$ cat config.mk
export PLATFORM = sky130hd
export DESIGN_NAME = bus_share_arbiter
export DESIGN_NICKNAME = d
export VERILOG_FILES = /design/src/rtl/cpu_bus_pkg.sv /design/src/rtl/bus_out_reg.sv /design/src/rtl/bus_word_mux.sv /design/src/rtl/bus_share_arbiter.sv
export SDC_FILE = /design/constraint.sdc
export NUM_CORES = 1
export LEC_CHECK = 0
export CORE_MARGIN = 5
export CORE_UTILIZATION = 35
export DETAILED_ROUTE_END_ITERATION = 12
export GPL_TIMING_DRIVEN = 0
export PLACE_DENSITY_LB_ADDON = 0.08
export SETUP_SLACK_MARGIN = 0.02
export SKIP_LAST_GASP = 1
export SLEW_MARGIN = 20
export SYNTH_ARGS = -nofsm -noshare
export SYNTH_HDL_FRONTEND = slang
export SYNTH_SLANG_ARGS = --single-unit
$ cat constraint.sdc
create_clock -name CLK -period 3.6 [get_ports CLK]
set_input_delay 0.36 -clock CLK [delete_from_list [all_inputs] [get_ports CLK]]
set_output_delay 0.36 -clock CLK [all_outputs]
set_load 0.02 [all_outputs]
$ cat src/rtl/cpu_bus_pkg.sv
`default_nettype none
// ============================================================================
//  Module      : cpu_bus_pkg
//  Description : Shared definitions for the operand-bus arbiter, the word mux
//                and the control decoder: arbiter state encoding, mux select
//                constants and the default bus width.
//  Revision    : 1.0 - initial release
// ============================================================================
package cpu_bus_pkg;

  localparam int WIDTH = 16;

  typedef enum logic [1:0] {
    IDLE  = 2'd0,
    OWN_A = 2'd1,
    OWN_B = 2'd2
  } arb_state_t;

  localparam logic SEL_A = 1'b0;
  localparam logic SEL_B = 1'b1;

endpackage
`default_nettype wire

$ cat src/rtl/bus_out_reg.sv
`default_nettype none
// ============================================================================
//  Module      : bus_out_reg
//  Description : Valid/ready output register for the operand bus. Loads a
//                word on load, holds it while downstream stalls, and drops
//                valid once the word is accepted with nothing new behind it.
//  Ports       : CLK, reset - clock, async active-high reset
//                load       - capture din this cycle
//                din        - incoming word
//                ready      - downstream accepts dout this cycle
//                dout/valid - registered word and its valid flag
//  Revision    : 1.0 - initial release
// ============================================================================
module bus_out_reg #(
  parameter int WIDTH = cpu_bus_pkg::WIDTH
) (
  input  logic             CLK,
  input  logic             reset,
  input  logic             load,
  input  logic [WIDTH-1:0] din,
  input  logic             ready,
  output logic [WIDTH-1:0] dout,
  output logic             valid
);

  logic [WIDTH-1:0] r_data;
  logic             r_valid;

  always_ff @(posedge CLK or posedge reset) begin
    if (reset) begin
      r_data  <= '0;
      r_valid <= 1'b0;
    end else if (load) begin
      r_data  <= din;
      r_valid <= 1'b1;
    end else if (ready) begin
      r_valid <= 1'b0;
    end
  end

  assign dout  = r_data;
  assign valid = r_valid;

endmodule
`default_nettype wire

$ cat src/rtl/bus_word_mux.sv
`default_nettype none
// ============================================================================
//  Module      : bus_word_mux
//  Description : 2:1 word select feeding the shared operand bus.
//  Ports       : sel - SEL_A picks a, SEL_B picks b
//                a, b - source words
//                y    - selected word
//  Revision    : 1.0 - initial release
// ============================================================================
module bus_word_mux #(
  parameter int WIDTH = cpu_bus_pkg::WIDTH
) (
  input  logic             sel,
  input  logic [WIDTH-1:0] a,
  input  logic [WIDTH-1:0] b,
  output logic [WIDTH-1:0] y
);
  import cpu_bus_pkg::*;

  assign y = (sel == SEL_B) ? b : a;

endmodule
`default_nettype wire

$ cat src/rtl/bus_share_arbiter.sv
`default_nettype none
// ============================================================================
//  Module      : bus_share_arbiter
//  Description : Round-robin arbiter and sequencer for the shared operand
//                bus. Grants one of two requesters, drives the word mux
//                select and registers the selected word into a valid/ready
//                stage. Tenure is capped at MAX_HOLD words only while the
//                other requester is waiting.
//  Ports       : CLK, reset        - clock, async active-high reset
//                req_a/data_a      - requester A handshake and word
//                req_b/data_b      - requester B handshake and word
//                gnt_a/gnt_b       - registered ownership
//                take_a/take_b     - word consumed this cycle (combinational)
//                sel               - registered mux select (0 = A, 1 = B)
//                bus_out/bus_valid - registered bus word and valid
//                bus_ready         - downstream accepts bus_out
//  Revision    : 1.0 - initial release
// ============================================================================
module bus_share_arbiter #(
  parameter int WIDTH    = cpu_bus_pkg::WIDTH,
  parameter int MAX_HOLD = 4,
  parameter int CNT_W    = 4
) (
  input  logic             CLK,
  input  logic             reset,
  input  logic             req_a,
  input  logic [WIDTH-1:0] data_a,
  input  logic             req_b,
  input  logic [WIDTH-1:0] data_b,
  output logic             gnt_a,
  output logic             gnt_b,
  output logic             take_a,
  output logic             take_b,
  output logic             sel,
  output logic [WIDTH-1:0] bus_out,
  output logic             bus_valid,
  input  logic             bus_ready
);
  import cpu_bus_pkg::*;

  // Count value at which the next take completes a full tenure.
  localparam logic [CNT_W-1:0] c_cnt_last = CNT_W'(MAX_HOLD - 1);

  arb_state_t       r_state, w_state_nxt;
  logic [CNT_W-1:0] r_cnt, w_cnt_nxt;
  logic             r_sel, w_sel_nxt;
  logic             r_last_b, w_last_b_nxt;   // 1 = B owned the bus last

  logic             w_out_free;
  logic             w_take_any;
  logic             w_cap_hit;
  logic [WIDTH-1:0] w_word;

  assign gnt_a = (r_state == OWN_A);
  assign gnt_b = (r_state == OWN_B);
  assign sel   = r_sel;

  assign w_out_free = !bus_valid || bus_ready;
  assign take_a     = gnt_a && req_a && w_out_free;
  assign take_b     = gnt_b && req_b && w_out_free;
  assign w_take_any = take_a || take_b;
  assign w_cap_hit  = w_take_any && (r_cnt == c_cnt_last);

  always_ff @(posedge CLK or posedge reset) begin
    if (reset) begin
      r_state  <= IDLE;
      r_cnt    <= '0;
      r_sel    <= SEL_A;
      r_last_b <= 1'b1;
    end else begin
      r_state  <= w_state_nxt;
      r_cnt    <= w_cnt_nxt;
      r_sel    <= w_sel_nxt;
      r_last_b <= w_last_b_nxt;
    end
  end

  always_comb begin
    w_state_nxt  = r_state;
    w_cnt_nxt    = r_cnt;
    w_sel_nxt    = r_sel;
    w_last_b_nxt = r_last_b;

    // Counter wraps at MAX_HOLD so an uncontended owner keeps the bus.
    if (w_take_any) begin
      w_cnt_nxt = w_cap_hit ? '0 : r_cnt + 1'b1;
    end

    case (r_state)
      IDLE: begin
        if (req_a && (!req_b || r_last_b)) begin
          w_state_nxt  = OWN_A;
          w_sel_nxt    = SEL_A;
          w_last_b_nxt = 1'b0;
          w_cnt_nxt    = '0;
        end else if (req_b) begin
          w_state_nxt  = OWN_B;
          w_sel_nxt    = SEL_B;
          w_last_b_nxt = 1'b1;
          w_cnt_nxt    = '0;
        end
      end
      OWN_A: begin
        if (!req_a || (w_cap_hit && req_b)) begin
          if (req_b) begin
            w_state_nxt  = OWN_B;
            w_sel_nxt    = SEL_B;
            w_last_b_nxt = 1'b1;
            w_cnt_nxt    = '0;
          end else begin
            w_state_nxt  = IDLE;
          end
        end
      end
      OWN_B: begin
        if (!req_b || (w_cap_hit && req_a)) begin
          if (req_a) begin
            w_state_nxt  = OWN_A;
            w_sel_nxt    = SEL_A;
            w_last_b_nxt = 1'b0;
            w_cnt_nxt    = '0;
          end else begin
            w_state_nxt  = IDLE;
          end
        end
      end
      default: begin
        w_state_nxt = IDLE;
      end
    endcase
  end

  bus_word_mux #(.WIDTH(WIDTH)) u_word_mux (
    .sel (r_sel),
    .a   (data_a),
    .b   (data_b),
    .y   (w_word)
  );

  bus_out_reg #(.WIDTH(WIDTH)) u_out_reg (
    .CLK   (CLK),
    .reset (reset),
    .load  (w_take_any),
    .din   (w_word),
    .ready (bus_ready),
    .dout  (bus_out),
    .valid (bus_valid)
  );

endmodule
`default_nettype wire

* After elaboration in Yosys (flattened, before gate mapping)
Cells that the tools add are included. Widths: inputs -> output; s select.
Word-level totals: bits in registers 25, bits of input ports 37, word-level logic and storage cells 63
Cells by class: add/sub/neg operators 1, equal/unequal tests 7, multiplexer cells 28, reduce and logical (&&, ||, !) cells 21
Operator list (number):
- $mux 4 | 7
- $mux 16 | 1
- $pmux 4 s3 | 1
- $mux 1 | 11
- $mux 2 | 5
- $logic_and 1x1->1 | 8
- $pmux 1 s3 | 2
- $pmux 2 s3 | 1
- $logic_or 1x1->1 | 5
- $add 4x1->4 const B | 1
- $eq 4x2->1 const B | 1
- $ne 2x1->1 const B | 2
- $reduce_and 4->1 | 1
- $logic_not 1->1 | 3
- $ne 3x3->1 const B | 1
- $reduce_and 3->1 | 1
- $reduce_bool 3->1 | 1
- $eq 2x1->1 const B | 1
- $eq 2x2->1 const B | 1
- $logic_not 2->1 | 1
- $ne 2x2->1 const B | 1
- $reduce_bool 2->1 | 1

* Longest topological paths before layout
depth after elaboration 10, gate-level depth with buffers 7

* Hierarchy
From an unflattened synthesis, not the netlist that was laid out.
Second synthesis, totals: cell total of the unflattened synthesis 117, area, all modules 1497.7 um2
By module, submodules not included:
- bus_out_reg | times used 1, cells each 38, area each 686.9 um2, seq. area each 425.4 um2
- bus_share_arbiter | times used 1, cells each 61, area each 561.8 um2, seq. area each 201.4 um2
- bus_word_mux | times used 1, cells each 18, area each 249.0 um2, seq. area each 0.0 um2

* Least setup slack after synthesis
Ideal clock, no wire load.
path kind reg2out, from register r_state[0], to output take_b, arrival 1.521 ns, setup slack 1.719 ns, cell stages (with the launch flop) 5, cells stage by stage dfrtp_1 inv_1 ha_1 inv_1 nor3_1
Between the ends: word-level cells in the longest chain between the ends 3
Ends and longest elaborated chain:
- from (decl) | RTL line bus_share_arbiter.sv:44 | arb_state_t r_state, w_state_nxt;
- from (signal assigned) | RTL line bus_share_arbiter.sv:71 | r_state <= w_state_nxt;
- $eq 2x2->1 | RTL line bus_share_arbiter.sv:55 | assign gnt_b = (r_state == OWN_B);
- via gnt_b | RTL line bus_share_arbiter.sv:31 | output logic gnt_b,
- $logic_and 1x1->1 (2 in series) | RTL line bus_share_arbiter.sv:60 | assign take_b = gnt_b && req_b && w_out_free;
- to (decl) | RTL line bus_share_arbiter.sv:33 | output logic take_b,
The timed path passes the listed nets, and every way through them passes these cells.

* Worst setup path in the final report
from register r_state[0], to output take_b
Between the ends: word-level cells in the longest chain between the ends 3
Ends and longest elaborated chain (RTL line):
- $eq 2x2->1 | bus_share_arbiter.sv:55
- $logic_and 1x1->1 (2 in series) | bus_share_arbiter.sv:60
Every way passes these cells.

==> impl_metrics.ini <==
[clock_network]
clockBufferDepth = 2
post_cts_buffers = 0
cts_sinks = 25
holdBufCountCts = 0
cts_tree = built
cts_root_buf = clkbuf_8
cts_resized = 0
htreeDepth = 1
clkTransAtPathRegs_ps = 100
clkLatencyLatePin_ps = 270
cts_buffers = 3

[logic_synthesis]
async_flop_share_pct = 100
netlist_top_cells_area = dfrtp_1, mux2i_1, a21oi_1
synth_cells = 147
syn_area_sq_um = 1430
yosys_warnings = 0
synth.largest_area_cell = dfrtp_1
synth_edf_count = 0
ys_seq_area_share_pct = 43.8
synth_cell_types = 34
avgSynthCellArea_sq_um = 9.73
synth_fp_nets = 189
synth_top_area_share_pct = 42.0
ys_seq_elements = 25
dominantRegCellSynth = dfrtp_1

[detailed_routing]
wl_um = 3660
viasPerCell = 4.88
drc = 0
vias = 1253
routedWlPerCell_um = 14.2
postRouteAntennaNets = 0
first_pass_iters = 4
drt_iter0_drc = 59

[place]
port_buffers = 56
dpl-instance-area_sq_um = 2050
hpwl_um = 2900
gp_congestion = 0.869

[power]
power_density_nw_per_um2 = 770
leakage_nw = 0.893
vdd_drop_max_uv = 367

[sta]
period_minus_slack_ps = 2440
max_freq_ghz = 0.410
setup_tns_ps = 0
hold_viol = 0
clock_skew_ps = 11.4
setup_viol = 0
drv_slew = 0
rsz0062_at_grt = no
fin_crit_sh_pct = 67.7
max-slew-margin-rel_pct = 39.0
worst_slew_pin_slew_ps = 909

[finish]
fin_area_sq_um = 2100
layout_common_cells = clkdlybuf4s50_1, dfrtp_1, a21oi_1
syn_to_final_growth_pct = 47.0
antennaDiodeCount = 0
drive_gt1_share_pct = 10.1
fillers = 368
final-seq-area_sq_um = 627
final_common_cell = clkdlybuf4s50_1
multiInputGateArea_sq_um = 733
final_nets = 250

[floorplan]
row_count = 23
core_area_sq_um = 3970
io_pins = 59
fp.dieArea_sq_um = 5460
die_h_um = 73.9
initial_core_util_pct = 36.0
die_x_um = 73.9

[critical_path]
worstPathMaxFanout = 5
crit_path_start_kind = register
cp.required_ps = 3240
worstPathArrival_ps = 2080
cp-end-kind = primary output
critPathKind = register to primary output

[job]
maxCapViolations = 0

[grt]
antenna_found_initial = 0
grt_pass1_wl_um = 5980
grt_pass1_vias = 1299
grtUsageTotal_pct = 14.2
grt_overflow = 0
grt_max_degree = 26

[worst_hold_path]
hold_path_class = primary input to register

[status]
outcome = finished clean
-- state kept, by name, summed over array words and instances, names as in the netlist --
| signal | count |
|---|---|
| u_out_reg.dout | 16 |
| r_cnt | 4 |
| r_state | 2 |
| r_last_b | 1 |
| sel | 1 |
| u_out_reg.valid | 1 |
-- per-layer routing --
layer | GRT usage [%] | vias to the layer above | routed length, um
li1 | - | 635 | -
met1 | 16.1 | 586 | 1520
met2 | 25.8 | 30 | 1870
met3 | 4.10 | 2 | 235
met4 | 3.62 | 0 | 24
met5 | 0 | - | 0
-- stage by stage --
step                      std cells  hold slack (ps)  util (%)  setup WS [ps]  power (mW)
after CTS                       257              435      52.9           1160        1.65
after detailed placement        253              522      51.7           1470        1.47
final                           257              445      52.9           1160        1.62
after global routing            257              478      52.9           1030        1.74
after floorplan                 147              387         -           1720        1.08
after global placement          253              509      51.7           1480        1.45
-- logic make-up after synthesis --
family / count (synthesis) / synth area share, %
DFF: 25 / 43.8
and+or+nand+nor: 42 / 15.0
xor gates and xnor gates: 1 / 0.613
buffers and inverters: 16 / 4.90
muxes: 19 / 13.4
adders and majority gates: 5 / 4.37
AOI/OAI and AO/OA: 39 / 17.8
-- synth_stat cells, types with 2 or more instances --
library cell	count
a21oi_1	21
a31oi_1	2
buf_2	8
dfrtp_1	24
ha_1	5
inv_1	7
mux2i_1	18
nand2_1	4
nand2b_1	4
nand3_1	3
nor2_1	19
nor2b_1	3
nor3_1	4
o21a_1	2
o21ai_0	2
o21ai_1	3
-- power breakdown --
group	internal (mW)	total [mW]	switching (mW)	leakage, nW
sequential	0.408	0.477	0.0688	0.291
combinational	0.453	0.969	0.517	0.580
clock	0.0785	0.171	0.0929	0.0217
-- critical path: stages (launching register included) --
cell,delay [ps]
dfrtp_1,410
inv_1,110
ha_1,310
inv_1,150
nor3_1,200
clkdlybuf4s50_1,630
-- cell type report --
type	count	share of cell area (%)
buffer	8	1.90
clock buffer	3	1.96
clock inverter	1	0.357
inverter	8	1.43
multi-input combinational	106	34.9
sequential	25	29.8
tap	50	2.98
timing repair buffer	56	26.7
-- worst paths after layout --
check	from	end	slack (ps)	cells past startpoint
hold / removal	req_b	r_cnt[3]	440	3
setup reg to reg	r_cnt[0]	r_state[1]	1770	5
max in group asynchronous	reset	u_out_reg.dout[9]	2700	2
hold reg to reg	u_out_reg.dout[1]	u_out_reg.dout[1]	540	2
setup / recovery	r_state[0]	take_b	1160	5
min in group asynchronous	reset	u_out_reg.dout[1]	470	2
Power figures use the tool's default switching activity.
